**config.mk**
```make
export PLATFORM = sky130hd
export DESIGN_NAME = regfile_access_ctrl_flat
export DESIGN_NICKNAME = d
export VERILOG_FILES = /design/src/rtl/lc3_pkg.sv /design/src/rtl/regfile_access_ctrl_if.sv /design/src/rtl/rfc_starve_counter.sv /design/src/rtl/regfile_access_ctrl.sv /design/src/flat_wrapper.sv
export SDC_FILE = /design/constraint.sdc
export NUM_CORES = 1
export LEC_CHECK = 0
export CORE_MARGIN = 2
export CORE_UTILIZATION = 33
export CTS_CLUSTER_SIZE = 25
export DETAILED_ROUTE_END_ITERATION = 6
export GPL_TIMING_DRIVEN = 0
export PLACE_DENSITY = 0.81
export RECOVER_POWER = 25
export SYNTH_ARGS = -nofsm -noshare
export SYNTH_HDL_FRONTEND = slang
export SYNTH_SLANG_ARGS = --single-unit
```
**constraint.sdc**
```tcl
create_clock -name Clk -period 2.3 [get_ports Clk]
set_input_delay 0.46 -clock Clk [delete_from_list [all_inputs] [get_ports Clk]]
set_output_delay 0.46 -clock Clk [all_outputs]
set_load 0.02 [all_outputs]
```
**src/rtl/lc3_pkg.sv**
```systemverilog
// Shared LC-3 register-file definitions: widths, register count and the access-controller state type.
package lc3_pkg;

    localparam int unsigned REG_W        = 16;
    localparam int unsigned REG_ADDR_W   = 3;
    localparam int unsigned NUM_REGS     = 8;
    localparam int unsigned STARVE_LIMIT = 15;

    typedef enum logic {
        RFC_IDLE,
        RFC_CLEAR
    } rfc_state_t;

endpackage

```
**src/rtl/regfile_access_ctrl_if.sv**
```systemverilog
// Debug/host access port of the register-file controller: request/grant plus read-return.
interface regfile_access_ctrl_if
    import lc3_pkg::*;
#(
    parameter int unsigned DATA_W = REG_W,
    parameter int unsigned ADDR_W = REG_ADDR_W
) ();

    logic              dbg_req;
    logic              dbg_we;
    logic [ADDR_W-1:0] dbg_addr;
    logic [DATA_W-1:0] dbg_wdata;
    logic              dbg_gnt;
    logic              dbg_rvalid;
    logic [DATA_W-1:0] dbg_rdata;

    modport master (
        output dbg_req, dbg_we, dbg_addr, dbg_wdata,
        input  dbg_gnt, dbg_rvalid, dbg_rdata
    );

    modport slave (
        input  dbg_req, dbg_we, dbg_addr, dbg_wdata,
        output dbg_gnt, dbg_rvalid, dbg_rdata
    );

endinterface

```
**src/rtl/rfc_starve_counter.sv**
```systemverilog
// Debug starvation counter: counts denied debug cycles and flags when a forced grant is due.
// Only built with REGFILE_DBG_FAIRNESS_EN.
`ifdef REGFILE_DBG_FAIRNESS_EN
module rfc_starve_counter
    import lc3_pkg::*;
#(
    parameter int unsigned LIMIT = STARVE_LIMIT
) (
    input  logic Clk,
    input  logic Reset,
    input  logic wait_cycle,
    input  logic clr,
    output logic starved
);

    localparam int unsigned CNT_W = $clog2(LIMIT + 1);

    logic [CNT_W-1:0] cnt;

    // Saturates at LIMIT so a held request stays flagged until it is served.
    always_ff @(posedge Clk) begin
        if (Reset || clr) begin
            cnt <= '0;
        end else if (wait_cycle && (cnt != CNT_W'(LIMIT))) begin
            cnt <= cnt + CNT_W'(1);
        end
    end

    assign starved = (cnt == CNT_W'(LIMIT));

endmodule
`endif

```
**src/rtl/regfile_access_ctrl.sv**
```systemverilog
// Shares the LC-3 register file between the CPU and a debug port and runs the R0..R7 clear sequence.
// Optional debug fairness (forced grant after starvation) enabled by REGFILE_DBG_FAIRNESS_EN.
module regfile_access_ctrl
    import lc3_pkg::*;
#(
    parameter int unsigned DATA_W = REG_W,
    parameter int unsigned NREGS  = NUM_REGS,
    parameter int unsigned ADDR_W = REG_ADDR_W
) (
    input  logic              Clk,
    input  logic              Reset,
    input  logic              cpu_ld,
    input  logic [ADDR_W-1:0] cpu_dr,
    input  logic [DATA_W-1:0] cpu_din,
    input  logic [ADDR_W-1:0] cpu_sr1,
    input  logic              cpu_sr_use,
    regfile_access_ctrl_if.slave dbg,
    input  logic              clr_start,
    output logic              clr_busy,
    output logic              cpu_stall,
    output logic              rf_load,
    output logic [ADDR_W-1:0] rf_dr,
    output logic [DATA_W-1:0] rf_din,
    output logic [ADDR_W-1:0] rf_sr1,
    input  logic [DATA_W-1:0] rf_sr1_data
);

    rfc_state_t        state, state_next;
    logic [ADDR_W-1:0] clr_cnt, clr_cnt_next;
    logic              gnt;
    logic              rvalid_q;
    logic [DATA_W-1:0] rdata_q;
    logic              force_gnt;

`ifdef REGFILE_DBG_FAIRNESS_EN
    logic starved;

    rfc_starve_counter #(.LIMIT(STARVE_LIMIT)) u_starve (
        .Clk        (Clk),
        .Reset      (Reset),
        .wait_cycle ((state == RFC_IDLE) && dbg.dbg_req && !gnt),
        .clr        (gnt || !dbg.dbg_req),
        .starved    (starved)
    );

    assign force_gnt = starved && (state == RFC_IDLE) && dbg.dbg_req && !clr_start;
`else
    assign force_gnt = 1'b0;
`endif

    always_ff @(posedge Clk) begin
        if (Reset) begin
            state   <= RFC_IDLE;
            clr_cnt <= '0;
        end else begin
            state   <= state_next;
            clr_cnt <= clr_cnt_next;
        end
    end

    // Write-port / SR1 steering: CLEAR beats CPU, CPU beats debug.
    always_comb begin
        state_next   = state;
        clr_cnt_next = clr_cnt;
        gnt          = 1'b0;
        clr_busy     = 1'b0;
        cpu_stall    = 1'b0;
        rf_load      = cpu_ld;
        rf_dr        = cpu_dr;
        rf_din       = cpu_din;
        rf_sr1       = cpu_sr1;

        case (state)
            RFC_IDLE: begin
                if (clr_start) begin
                    state_next = RFC_CLEAR;
                    rf_load    = 1'b0;
                end else begin
                    gnt = dbg.dbg_req && !cpu_ld && (dbg.dbg_we || !cpu_sr_use);
                    if (force_gnt) begin
                        gnt       = 1'b1;
                        cpu_stall = 1'b1;
                    end
                    if (gnt) begin
                        if (dbg.dbg_we) begin
                            rf_load = 1'b1;
                            rf_dr   = dbg.dbg_addr;
                            rf_din  = dbg.dbg_wdata;
                        end else begin
                            rf_load = 1'b0;
                            rf_sr1  = dbg.dbg_addr;
                        end
                    end
                end
            end
            RFC_CLEAR: begin
                clr_busy     = 1'b1;
                cpu_stall    = 1'b1;
                rf_load      = 1'b1;
                rf_dr        = clr_cnt;
                rf_din       = '0;
                clr_cnt_next = clr_cnt + ADDR_W'(1);
                if (clr_cnt == ADDR_W'(NREGS - 1)) begin
                    state_next   = RFC_IDLE;
                    clr_cnt_next = '0;
                end
            end
            default: state_next = RFC_IDLE;
        endcase
    end

    // Debug read return: capture at the grant edge, pulse valid the following cycle.
    always_ff @(posedge Clk) begin
        if (Reset) begin
            rvalid_q <= 1'b0;
            rdata_q  <= '0;
        end else begin
            rvalid_q <= gnt && !dbg.dbg_we;
            if (gnt && !dbg.dbg_we) begin
                rdata_q <= rf_sr1_data;
            end
        end
    end

    assign dbg.dbg_gnt    = gnt;
    assign dbg.dbg_rvalid = rvalid_q;
    assign dbg.dbg_rdata  = rdata_q;

endmodule

```
**src/flat_wrapper.sv**
```systemverilog
// flat-port wrapper written by rule: the top's interface ports become plain ports
module regfile_access_ctrl_flat import lc3_pkg::*;
#(
    parameter int unsigned DATA_W = REG_W,
    parameter int unsigned NREGS  = NUM_REGS,
    parameter int unsigned ADDR_W = REG_ADDR_W
)
  (Clk, Reset, cpu_ld, cpu_dr, cpu_din, cpu_sr1, cpu_sr_use, clr_start, clr_busy, cpu_stall, rf_load, rf_dr, rf_din, rf_sr1, rf_sr1_data, dbg_dbg_req, dbg_dbg_we, dbg_dbg_addr, dbg_dbg_wdata, dbg_dbg_gnt, dbg_dbg_rvalid, dbg_dbg_rdata);
  regfile_access_ctrl_if #(.DATA_W(DATA_W), .ADDR_W(ADDR_W)) dbg_i ();
  input  logic Clk;
  input  logic Reset;
  input  logic cpu_ld;
  input  logic [ADDR_W-1:0] cpu_dr;
  input  logic [DATA_W-1:0] cpu_din;
  input  logic [ADDR_W-1:0] cpu_sr1;
  input  logic cpu_sr_use;
  input  logic clr_start;
  output logic clr_busy;
  output logic cpu_stall;
  output logic rf_load;
  output logic [ADDR_W-1:0] rf_dr;
  output logic [DATA_W-1:0] rf_din;
  output logic [ADDR_W-1:0] rf_sr1;
  input  logic [DATA_W-1:0] rf_sr1_data;
  input wire logic [$bits(dbg_i.dbg_req)-1:0] dbg_dbg_req;
  input wire logic [$bits(dbg_i.dbg_we)-1:0] dbg_dbg_we;
  input wire logic [$bits(dbg_i.dbg_addr)-1:0] dbg_dbg_addr;
  input wire logic [$bits(dbg_i.dbg_wdata)-1:0] dbg_dbg_wdata;
  output wire logic [$bits(dbg_i.dbg_gnt)-1:0] dbg_dbg_gnt;
  output wire logic [$bits(dbg_i.dbg_rvalid)-1:0] dbg_dbg_rvalid;
  output wire logic [$bits(dbg_i.dbg_rdata)-1:0] dbg_dbg_rdata;
  assign dbg_i.dbg_req = dbg_dbg_req;
  assign dbg_i.dbg_we = dbg_dbg_we;
  assign dbg_i.dbg_addr = dbg_dbg_addr;
  assign dbg_i.dbg_wdata = dbg_dbg_wdata;
  assign dbg_dbg_gnt = dbg_i.dbg_gnt;
  assign dbg_dbg_rvalid = dbg_i.dbg_rvalid;
  assign dbg_dbg_rdata = dbg_i.dbg_rdata;
  regfile_access_ctrl #(.DATA_W(DATA_W), .NREGS(NREGS), .ADDR_W(ADDR_W)) u_core (.Clk(Clk), .Reset(Reset), .cpu_ld(cpu_ld), .cpu_dr(cpu_dr), .cpu_din(cpu_din), .cpu_sr1(cpu_sr1), .cpu_sr_use(cpu_sr_use), .dbg(dbg_i), .clr_start(clr_start), .clr_busy(clr_busy), .cpu_stall(cpu_stall), .rf_load(rf_load), .rf_dr(rf_dr), .rf_din(rf_din), .rf_sr1(rf_sr1), .rf_sr1_data(rf_sr1_data));
endmodule
```
==> run_results.csv <==
group,metric,value,unit
layout,nets,347,
global_routing,grt_pass1_wl,6465,um
synth,syn_avg_cell_area,7.973,sq um
timing,period_share,100.3,%
place,io_buffers,105,
worst_setup_path,crit_arrival,1.85,ns
detailed_routing,routed_wirelength,4089,um
synth,yosys-top-cells-area,"dfxtp_1 (32%), mux2i_1 (17%), nand2b_1 (15%), nand2_1 (10%), a21oi_1 (6.9%)",
detailed_routing,vias,1514,
clock_tree,hold_buffers,0,
layout,multiInputGateArea,830.8,sq um
layout,fin_cells,328,
place,dpl.hpwl,3148,um
run_status,run_status,"finished with violations",
worst_setup_path,critical_path.startpoint,"u_core.state",
timing,fmax,433.4,MHz
floorplanning,die-area,4482,sq um
clock_tree,clockBufferDepth,2,
timing,period_needed,2.308,ns
synth,yosysWarnings,0,
floorplanning,die_height,66.95,um
pwr,seqPwrFrac,39.9,%
timing,clock_skew,0.003395,ns
pwr,ir_drop,0.0002424,V
detailed_routing,antenna_left,0,
worst_hold_path,hp-class,"reg -> reg",
worst_setup_path,start_kind,"flop",
place,placed_cell_area,2419,sq um
floorplanning,core,3744,sq um
pwr,pwr_density_cell,371.7,nW/um^2
clock_tree,root_buffer,"clkbuf_8",
timing,fin_ws,-0.007598,ns
clock_tree,clock-sinks,21,
clock_tree,htreeDepth,1,
pwr,leakage,1.026,nW
timing,rsz0062_at_grt,"true",
clock_tree,cts_tree,"built",
worst_setup_path,crit_path_end_kind,"output port",
place,dpl.cell_count,317,
worst_setup_path,path_class,"reg -> out",
synth,seq_area_frac_synth,32.15,%
place,gp_congestion,0.7604,
synth,synth_largest_area_cell,"dfxtp_1",
detailed_routing,drc_errors,0,
detailed_routing,drt_first_pass_iters,4,
global_routing,grt-ovfl-total,0,
global_routing,grt_pass1_vias,1471,
synth,yosysTopAreaCellShare,32.15,%
floorplanning,initial_core_util,34.93,%
worst_setup_path,r2r_cells,6,
timing,setup_viol,3,
layout,diodes,0,
timing,slew_viol_final,0,
worst_setup_path,crit_fanout,6,
layout,register_area,421.7,sq um
synth,ys_types,21,
clock_tree,cts_buffers,3,
layout,area_growth,93.59,%
layout,final_layout_size_suffix_gt1_share,16.43,%
global_routing,track_usage,18.94,%
pwr,internal-power,0.6821,mW
synth,synth_seq_cells,21,
pwr,comb_power_share,34.5,%
detailed_routing,drt_iter0_drc,15,
clock_tree,clkTransAtPathRegs,0.08,ns
timing,tightest_slew,0.4399,ns
floorplanning,dieWidth,66.95,um
layout,fin_area,2531,sq um
pwr,switching_power,0.2589,mW
timing,tns,-0.01640,ns
worst_setup_path,crit_required,1.84,ns
layout,fillers,348,
pwr,switching_share,27.51,%
timing,hold_viol,0,
synth,syn_nets,230,
worst_hold_path,hold_depth,2,
run_status,violations,"negative setup slack",
global_routing,grt_start_max_net_pins,12,
pwr,power_frac_clock,25.6,%
detailed_routing,vias_per_cell,4.616,
global_routing,grt_antenna_before_repair,0,
synth,synthesis.area,1308,sq um
synth,synthCells,164,
clock_tree,clk_latency,0.26,ns
detailed_routing,wire_per_inst,12.47,um
worst_hold_path,hp-start,"u_core.dbg.dbg_rdata[4]",
timing,holdWs,0.4749,ns
worst_setup_path,timing.rr.start,"u_core.state",
timing,maxSlewHeadroom,70.68,%
floorplanning,rows,22,
floorplanning,pin_count,107,
pwr,power,0.9410,mW
job,max_cap_viol_count,0,
[worst paths after layout]
path                              end  slack, ns
max                         rf_sr1[1]     -0.008
min           u_core.dbg.dbg_rdata[4]       0.47
max reg2reg  u_core.dbg.dbg_rdata[12]       0.61
min reg2reg   u_core.dbg.dbg_rdata[4]       0.47
[flip-flops by register name, indices dropped and copies added (netlist names)]
name	flops
u_core.clr_cnt	3
u_core.dbg.dbg_rdata	16
u_core.dbg.dbg_rvalid	1
u_core.state	1
[power groups by stage]
stage               registers (mW)  logic (mW)  clock network, mW
CTS                          0.375       0.331              0.248
floorplan                    0.388       0.128                  0
global placement             0.384       0.329                  0
finish                       0.375       0.325              0.241
detailed placement           0.384       0.333                  0
global route                 0.376       0.351              0.264
[worst max-delay path, stage by stage (launching register included)]
cell and delay (ns):
dfxtp_2 0.33, or4b_4 0.53, nor3_4 0.13, buf_6 0.16
mux2_4 0.31, buf_6 0.13
[final cells by class]
cell class	count	area share, %
timing repair buffer	113	42.41
multi-input combinational	127	32.82
sequential	21	16.66
buffer	13	3.658
tap	48	2.373
clock buffer	4	1.780
inverter	2	0.2966
[cell usage after synthesis (all sizes together)]
library cell	instances
nor4	1
o21ai	3
inv	2
nor2	5
nor4bb	1
buf	5
nand2b	32
ha	2
mux2	3
nor3	1
dfxtp	21
clkbuf	9
nand4bb	1
a211oi	1
a21oi	18
mux2i	22
or4b	1
nand2	36
[timing repair]
action                     4_1_cts  5_1_grt
setup buffers                    6        2
pin swaps                        3        1
setup endpoints to repair       24       18
gates resized for setup         88       15
[cell families (layout without fill, tap and decap cells)]
logic type | after synthesis | after routing | share of synthesized area (%)
compound gates | 22 | 22 | 8.613
fa+ha+maj | 2 | 2 | 1.914
buf+inv | 16 | 132 | 6.890
flops | 21 | 21 | 32.15
mux | 25 | 25 | 19.43
simple gates | 78 | 78 | 31.00
[layout by cell type, fill, tap and decap left out, drive strengths merged]
cell,n
clkdlybuf4s50,77
nand2,36
nand2b,32
buf,24
mux2i,22
dfxtp,21
a21oi,18
clkbuf,14
dlygate4sd2,7
clkdlybuf4s15,7
nor2,5
o21ai,3
mux2,3
inv,2
ha,2
nor4bb,1
nand4bb,1
or4b,1
nor3,1
a211oi,1
nor4,1
dlymetal6s2s,1
[routing by layer]
metal	vias up	wire, um	global-route usage, %	share of wire (%)
li1	771	-	-	-
met1	662	1577	21.05	39
met2	76	1850	31.62	45
met3	5	610	8.615	15
met4	0	51	6.888	1.2
met5	-	0	0	0
[per-stage QoR]
| stage | worst slack (ns) | utilization [%] |
|---|---|---|
| finish | -0.007598 | 67.61 |
| global route | -0.07489 | 67.61 |
| CTS | -0.09629 | 67.95 |
| detailed placement | -0.9212 | 64.61 |
| global placement | -0.9435 | 64.61 |
| floorplan | 0.1615 | - |
(Power assumes the default switching activity.)
